[config.mk]
export PLATFORM = sky130hd
export DESIGN_NAME = debounce_scheduler
export DESIGN_NICKNAME = d
export VERILOG_FILES = /design/src/rtl/debounce_scheduler.sv
export SDC_FILE = /design/constraint.sdc
export NUM_CORES = 1
export LEC_CHECK = 0
export BUFFER_PORTS_ARGS = -buffer_cell sky130_fd_sc_hd__buf_2
export CAP_MARGIN = 20
export CORE_AREA = 2 2 77 79
export DETAILED_ROUTE_END_ITERATION = 12
export DIE_AREA = 0 0 79 81
export PLACE_DENSITY_LB_ADDON = 0.12
export SLEW_MARGIN = 20
export SYNTH_ARGS = -nofsm -noshare
export SYNTH_HDL_FRONTEND = slang
export SYNTH_SLANG_ARGS = --single-unit
[constraint.sdc]
create_clock -name i_Clk -period 2.7 [get_ports i_Clk]
set_input_delay 0.54 -clock i_Clk [delete_from_list [all_inputs] [get_ports i_Clk]]
set_output_delay 0.54 -clock i_Clk [all_outputs]
set_load 0.05 [all_outputs]
[src/rtl/debounce_scheduler.sv]
// Time-shared switch debouncer: one settle counter is handed round-robin to
// whichever switch's synchronized level disagrees with its committed level.
//
// state    | meaning
// ---------+------------------------------------------------------------
// S_IDLE   | counter free; grant the next mismatching switch from r_ptr
// S_COUNT  | counter owned by r_owner; new level must hold DEBOUNCE_LIMIT clocks
// S_COMMIT | one cycle; commit the owner's level and emit press/release strobe
module debounce_scheduler #(
    parameter int NUM_SWITCHES   = 4,
    parameter int DEBOUNCE_LIMIT = 250000,
    parameter int COUNT_WIDTH    = 18,
    parameter int OWNER_WIDTH    = 2
) (
    input  logic                    i_Clk,
    input  logic                    i_Reset,
    input  logic [NUM_SWITCHES-1:0] i_Switch,
    output logic [NUM_SWITCHES-1:0] o_Switch,
    output logic [NUM_SWITCHES-1:0] o_Press,
    output logic [NUM_SWITCHES-1:0] o_Release,
    output logic                    o_Busy,
    output logic [OWNER_WIDTH-1:0]  o_Owner
);

    typedef enum logic [1:0] {
        S_IDLE   = 2'd0,
        S_COUNT  = 2'd1,
        S_COMMIT = 2'd2
    } state_t;

    localparam logic [COUNT_WIDTH-1:0] LP_LAST_COUNT = COUNT_WIDTH'(DEBOUNCE_LIMIT - 1);
    localparam logic [OWNER_WIDTH-1:0] LP_LAST_IDX   = OWNER_WIDTH'(NUM_SWITCHES - 1);

    state_t                    r_state;
    state_t                    w_state_next;
    logic [NUM_SWITCHES-1:0]   r_sync1;
    logic [NUM_SWITCHES-1:0]   r_sync2;
    logic [NUM_SWITCHES-1:0]   r_switch;
    logic [NUM_SWITCHES-1:0]   r_press;
    logic [NUM_SWITCHES-1:0]   r_release;
    logic [OWNER_WIDTH-1:0]    r_owner;
    logic [OWNER_WIDTH-1:0]    r_ptr;
    logic [COUNT_WIDTH-1:0]    r_count;

    logic [NUM_SWITCHES-1:0]   w_mismatch;
    logic [2*NUM_SWITCHES-1:0] w_rotated;
    logic                      w_grant_found;
    logic [OWNER_WIDTH-1:0]    w_grant_idx;
    logic                      w_owner_mm;
    logic [OWNER_WIDTH-1:0]    w_owner_inc;
    logic [OWNER_WIDTH-1:0]    w_owner_next;
    logic [OWNER_WIDTH-1:0]    w_ptr_next;
    logic [COUNT_WIDTH-1:0]    w_count_next;
    logic                      w_commit;

    assign w_mismatch  = r_sync2 ^ r_switch;
    assign w_owner_mm  = w_mismatch[r_owner];
    assign w_owner_inc = (r_owner == LP_LAST_IDX) ? '0 : r_owner + 1'b1;

    // Rotating the doubled mismatch vector by the pointer turns the wrapping
    // search into a plain lowest-set-bit search.
    assign w_rotated = {w_mismatch, w_mismatch} >> r_ptr;

    // Round-robin grant: lowest offset from the pointer wins (descending loop).
    always_comb begin
        w_grant_found = 1'b0;
        w_grant_idx   = '0;
        for (int k = NUM_SWITCHES - 1; k >= 0; k--) begin
            if (w_rotated[k]) begin
                w_grant_found = 1'b1;
                if (int'(r_ptr) + k >= NUM_SWITCHES)
                    w_grant_idx = OWNER_WIDTH'(int'(r_ptr) + k - NUM_SWITCHES);
                else
                    w_grant_idx = OWNER_WIDTH'(int'(r_ptr) + k);
            end
        end
    end

    // Next-state logic for the settle-counter scheduler.
    always_comb begin
        w_state_next = r_state;
        w_owner_next = r_owner;
        w_ptr_next   = r_ptr;
        w_count_next = r_count;
        w_commit     = 1'b0;
        unique case (r_state)
            S_IDLE: begin
                if (w_grant_found) begin
                    w_owner_next = w_grant_idx;
                    w_count_next = '0;
                    w_state_next = S_COUNT;
                end
            end
            S_COUNT: begin
                if (!w_owner_mm) begin
                    w_count_next = '0;
                    w_ptr_next   = w_owner_inc;
                    w_state_next = S_IDLE;
                end else if (r_count == LP_LAST_COUNT) begin
                    w_state_next = S_COMMIT;
                end else begin
                    w_count_next = r_count + 1'b1;
                end
            end
            S_COMMIT: begin
                w_commit     = w_owner_mm;
                w_count_next = '0;
                w_ptr_next   = w_owner_inc;
                w_state_next = S_IDLE;
            end
            default: begin
                w_state_next = S_IDLE;
            end
        endcase
    end

    // Synchronizer, scheduler state and counter registers.
    always_ff @(posedge i_Clk) begin
        if (i_Reset) begin
            r_sync1 <= '0;
            r_sync2 <= '0;
            r_state <= S_IDLE;
            r_owner <= '0;
            r_ptr   <= '0;
            r_count <= '0;
        end else begin
            r_sync1 <= i_Switch;
            r_sync2 <= r_sync1;
            r_state <= w_state_next;
            r_owner <= w_owner_next;
            r_ptr   <= w_ptr_next;
            r_count <= w_count_next;
        end
    end

    // Committed levels and single-cycle strobes, updated together on commit.
    always_ff @(posedge i_Clk) begin
        if (i_Reset) begin
            r_switch  <= '0;
            r_press   <= '0;
            r_release <= '0;
        end else begin
            r_press   <= '0;
            r_release <= '0;
            if (w_commit) begin
                r_switch[r_owner] <= r_sync2[r_owner];
                if (r_sync2[r_owner])
                    r_press[r_owner] <= 1'b1;
                else
                    r_release[r_owner] <= 1'b1;
            end
        end
    end

    assign o_Switch  = r_switch;
    assign o_Press   = r_press;
    assign o_Release = r_release;
    assign o_Busy    = (r_state != S_IDLE);
    assign o_Owner   = r_owner;

endmodule

After elaboration in Yosys (flattened, before gate mapping)
Index checks and enable logic that the tools add are counted.
Operators by class
  add/sub/neg operators: 9
  multipliers: 0
  div/mod/pow operators: 0
  $lt $le $gt $ge: 6
  equality and inequality tests: 8
  shifts and indexed selects: 1
  mux-type cells: 31
  bitwise gates (word level): 3
  reductions and logical operators: 11
Operators with widths (count)
  $mux 18: 3
  $pmux 18 s3: 1
  $mux 2: 13
  $add 18x1->18 const B: 1
  $eq 18x18->1 const B: 1
  $ge 3x3->1 const B: 3
  $mux 1: 8
  $pmux 2 s2: 2
  $shr 8x2->4: 1
  $sub 2x1->2 const B: 4
  $add 2x2->3 const B: 2
  $ne 3x3->1 const B: 2
  $reduce_and 2->1: 3
  $reduce_or 3->1: 2
  $bmux 1 s2: 2
  $bwmux 4: 1
  $eq 2x2->1 const B: 2
  $ne 2x2->1 const B: 2
  $reduce_bool 2->1: 2
  $xor 4x4->4: 1
  $add 2x1->3 const B: 1
  $ge 2x3->1 const B: 1
  $lt 2x3->1 const B: 1
  $reduce_and 3->1: 1
  other kinds (8): 9
Storage, ports and cells
  register bits after elaboration: 44
  bits in latches: 0
  RAM bits: 0
  bits in read-only memories: 0
  input bits: 6
  output and inout port bits: 15
  logic and storage cells: 78
  memories kept: 0

Logic depth before layout (Yosys ltp)
  word-level depth: 8
  depth in mapped cells: 7
  gate-level depth less buffers: 6

Worst setup path before layout
No wires, ideal clock.
  kind: reg2reg
  start point: register r_owner[0] (netlist: o_Owner[0])
  end point: register r_count[0]
  setup time: 0.074 ns
  arrival: 2.305 ns
  required time: 2.626 ns
  path slack: 0.321 ns
  cell stages (with the launch flop): 6
  path buffers: 0
  period minus slack after synthesis: 2.379 ns
  cells stage by stage: dfxtp_1 inv_1 mux4_2 or3_4 or4_1 o21ai_0
On the way
  longest elaborated chain between the ends: 4
  elaborated cells on any way between the ends: 6
  those cells by class: 1 x eq/ne; 4 x mux; 1 x reduce/logical
Ends and longest elaborated chain
  start, declared: line 41  | logic [OWNER_WIDTH-1:0] r_owner;
  start signal, assigned: line 130  | r_owner <= w_owner_next;
  $bmux 1 s2 (*): line 57  | assign w_owner_mm = w_mismatch[r_owner];
  $mux 1 (implied by the code) (*): line 57
  $ne 3x3->1 (no line) / $mux 18 (equally long branches)
  $reduce_and 3->1 (no line) / $pmux 18 s3 (equally long branches)
  end signal, assigned: line 132  | r_count <= w_count_next;
  end, declared: line 43  | logic [COUNT_WIDTH-1:0] r_count;
Mark *: on every way between the ends. The rest lies on a longest branch, timed or not. The select of a mux whose other input is x is not followed.
A chain may end at the register's enable or synchronous reset.

Final worst setup path
  start point: register r_owner[0] (netlist: o_Owner[0])
  end point: register r_count[12]
The elaborated chain is that of the path after synthesis.

==> flow_metrics.env <==
export IMPL_finClkSkew_ns=0.005711
export IMPL_total_leakage_power_nw=0.9341
export IMPL_synth_top_area_frac=0.4117
export IMPL_area_delta_synth_final_pct=14.44
export IMPL_power_share_sequential=0.517
export IMPL_crit_path_max_fanout=15
export IMPL_grt_max_degree=26
export IMPL_post_cts_resize_count=0
export IMPL_start_kind="flip-flop"
export IMPL_outcome="completed"
export IMPL_drtAntennaViolNets=0
export IMPL_rows=28
export IMPL_numCtsBuffers=5
export IMPL_crit_arrival_ns=2.45
export IMPL_tightest_slew_ns=0.6610
export IMPL_tns_ns=0
export IMPL_cts_root_buf="clkbuf_8"
export IMPL_critPathLaunch="o_Owner[0]"
export IMPL_worstHoldPathType="in -> reg"
export IMPL_avgViaCountPerCell=5.263
export IMPL_antenna_found_initial=0
export IMPL_top_level_ports=21
export IMPL_p_sw_mw=0.3206
export IMPL_async_flop_share=0
export IMPL_slew_violations=0
export IMPL_n_antenna_cell=0
export IMPL_synth_area_um2=2140
export IMPL_portBuffers=20
export IMPL_initial_core_util=0.3770
export IMPL_switching_share=0.2462
export IMPL_hold_buffers=0
export IMPL_synth_area_top_cells="dfxtp_1 41%, a21oi_1 3.5%, nor2_1 3.2%"
export IMPL_synth_cell_type_count=45
export IMPL_avgSynthCellArea_um2=9.143
export IMPL_mostFrequentLayoutCell="dfxtp_1"
export IMPL_first_pass_iters=4
export IMPL_grt_remaining_overflow=0
export IMPL_die_w_um=79
export IMPL_clock_fmax_mhz=444.2
export IMPL_power_mw=1.302
export IMPL_power_density_nw_per_um2=531.9
export IMPL_wl_per_cell_um=14.00
export IMPL_p_int_mw=0.9818
export IMPL_post_cts_buffers=0
export IMPL_grt_pass1_wl_um=7976
export IMPL_maxCapViolCount=0
export IMPL_cts_path_max_buffers=2
export IMPL_reg2reg_from="o_Owner[0]"
export IMPL_period_share=0.8338
export IMPL_syn_nets=245
export IMPL_synth_edf_count=0
export IMPL_endpoint="r_count[12]"
export IMPL_layout_drive_gt1_share=0.1467
export IMPL_p_clk_frac=0.394
export IMPL_relSlewSlack=0.5560
export IMPL_wirelength_um=4675
export IMPL_grt_pass1_vias=1640
export IMPL_finalSetupViolCount=0
export IMPL_clock_latency_ns=0.30
export IMPL_initialDrtViolationCount=80
export IMPL_placedInstanceArea_um2=2332
export IMPL_cts_num_sinks=44
export IMPL_synth_warnings=0
export IMPL_yosysTopAreaCell="dfxtp_1"
export IMPL_finalInstanceArea_um2=2449
export IMPL_dieArea_um2=6399
export IMPL_worstRegToRegCells=5
export IMPL_peakVddDrop_mv=0.2880
export IMPL_nets=269
export IMPL_postSynthCellCount=234
export IMPL_reg2reg_to="r_count[12]"
export IMPL_cts_tree="done"
export IMPL_rsz0062_at_grt="no"
export IMPL_min_period_ns=2.251
export IMPL_end_kind="flip-flop"
export IMPL_r2r_slack_ns=0.45
export IMPL_dieHeight_um=81
export IMPL_core_area_um2=5675
export IMPL_route_detailed_drc=0
export IMPL_path_class="reg -> reg"
export IMPL_required_ns=2.90
export IMPL_hpwl_um=3489
export IMPL_dr_total_vias=1758
export IMPL_holdPathStages=2
export IMPL_layout_common_cells="44 x dfxtp_1, 20 x buf_2, 18 x nor2_1, 15 x a21oi_1, 14 x nand2_1"
export IMPL_ys_ff_latch=44
export IMPL_htreeDepth=2
export IMPL_synth_ff_type="dfxtp_1"
export IMPL_ys_seq_area_frac=0.4117
export IMPL_grtUsageTotal=0.1581
export IMPL_clk_pin_slew_ns=0.09
export IMPL_final_hold_viol_count=0
export IMPL_combPwrFrac=0.090
export IMPL_gp_congestion=0.8084
==> synth_stat cells, types with 2 or more instances <==
cell type / number
or3_1: 7
mux2i_1: 6
nand4_1: 5
nand2_1: 14
xnor2_1: 6
and2_1: 10
clkbuf_1: 5
and4_1: 3
nor2_1: 18
nor4_1: 3
a21oi_1: 15
nand3_1: 12
ha_1: 5
nor2b_1: 9
a2111oi_0: 2
and3_1: 5
nor3_1: 3
dfxtp_1: 44
o21ai_0: 7
o2111ai_1: 2
inv_1: 8
o32ai_1: 2
o31ai_1: 6
mux4_2: 3
or4_1: 8
o211ai_1: 2
xor2_1: 6
==> registers in the layout, indices dropped and copies added, names as in the netlist <==
register / flops
r_count: 18
o_Press: 4
o_Release: 4
o_Switch: 4
r_sync1: 4
r_sync2: 4
o_Owner: 2
r_ptr: 2
r_state: 2
==> stage by stage <==
stage                     utilization  hold WS, ns  instances  worst slack [ns]
after global routing           0.4314       0.4405        334            0.2870
after detailed placement       0.4109       0.4294        326            0.4575
after floorplan                     -       0.4138        234            0.3207
final                          0.4314       0.4412        334            0.4487
after CTS                      0.4314       0.4323        334            0.4355
after global placement         0.4109       0.4174        326            0.5215
==> critical path, cell delays in order, from the launching register on <==
cell	delay, ns
dfxtp_1	0.50
inv_1	0.18
mux4_2	0.51
nor4_4	0.65
nor4_1	0.12
o21a_1	0.20
==> worst min path at each step <==
stage | startpoint | endpoint
finish | i_Switch[0] | r_sync1[0]
global route | i_Switch[2] | r_sync1[2]
CTS | i_Switch[0] | r_sync1[0]
detailed placement | r_sync1[3] | r_sync2[3]
global placement | r_sync1[0] | r_sync2[0]
floorplan | r_sync1[0] | r_sync2[0]
==> layer usage <==
layer / track usage / wire length (um)
met1: 0.2209 / 2387
met2: 0.2415 / 2058
met3: 0.03778 / 147
met5: 0 / 0
met4: 0.05000 / 81
==> power by group through the flow <==
stage          logic, mW  registers [mW]  clock network [mW]
6_report           0.117           0.673               0.513
2_1_floorplan     0.0767           0.689                   0
3_3_place_gp       0.118           0.688                   0
5_1_grt            0.129           0.675               0.554
3_5_place_dp       0.117           0.688                   0
4_1_cts            0.117           0.673               0.528
==> cell families (layout without fill, tap and decap cells) <==
group,Yosys count,count (layout),synth area share
mux,9,9,0.05965
buf+inv,15,40,0.02866
simple gates,104,104,0.2819
xor+xnor,12,12,0.04912
fa+ha+maj,5,5,0.02924
flops,44,44,0.4117
compound gates,45,45,0.1398
==> final cells by class <==
cell class,count,area (um2)
well taps,75,93.84
clock buffers,5,68.82
inverters,8,30.03
fillers,592,3227
flip-flops and latches,44,880.8
repair buffers,24,130.1
multi-input cells,175,1197
clock inverters,3,47.55
(Power assumes the default switching activity.)
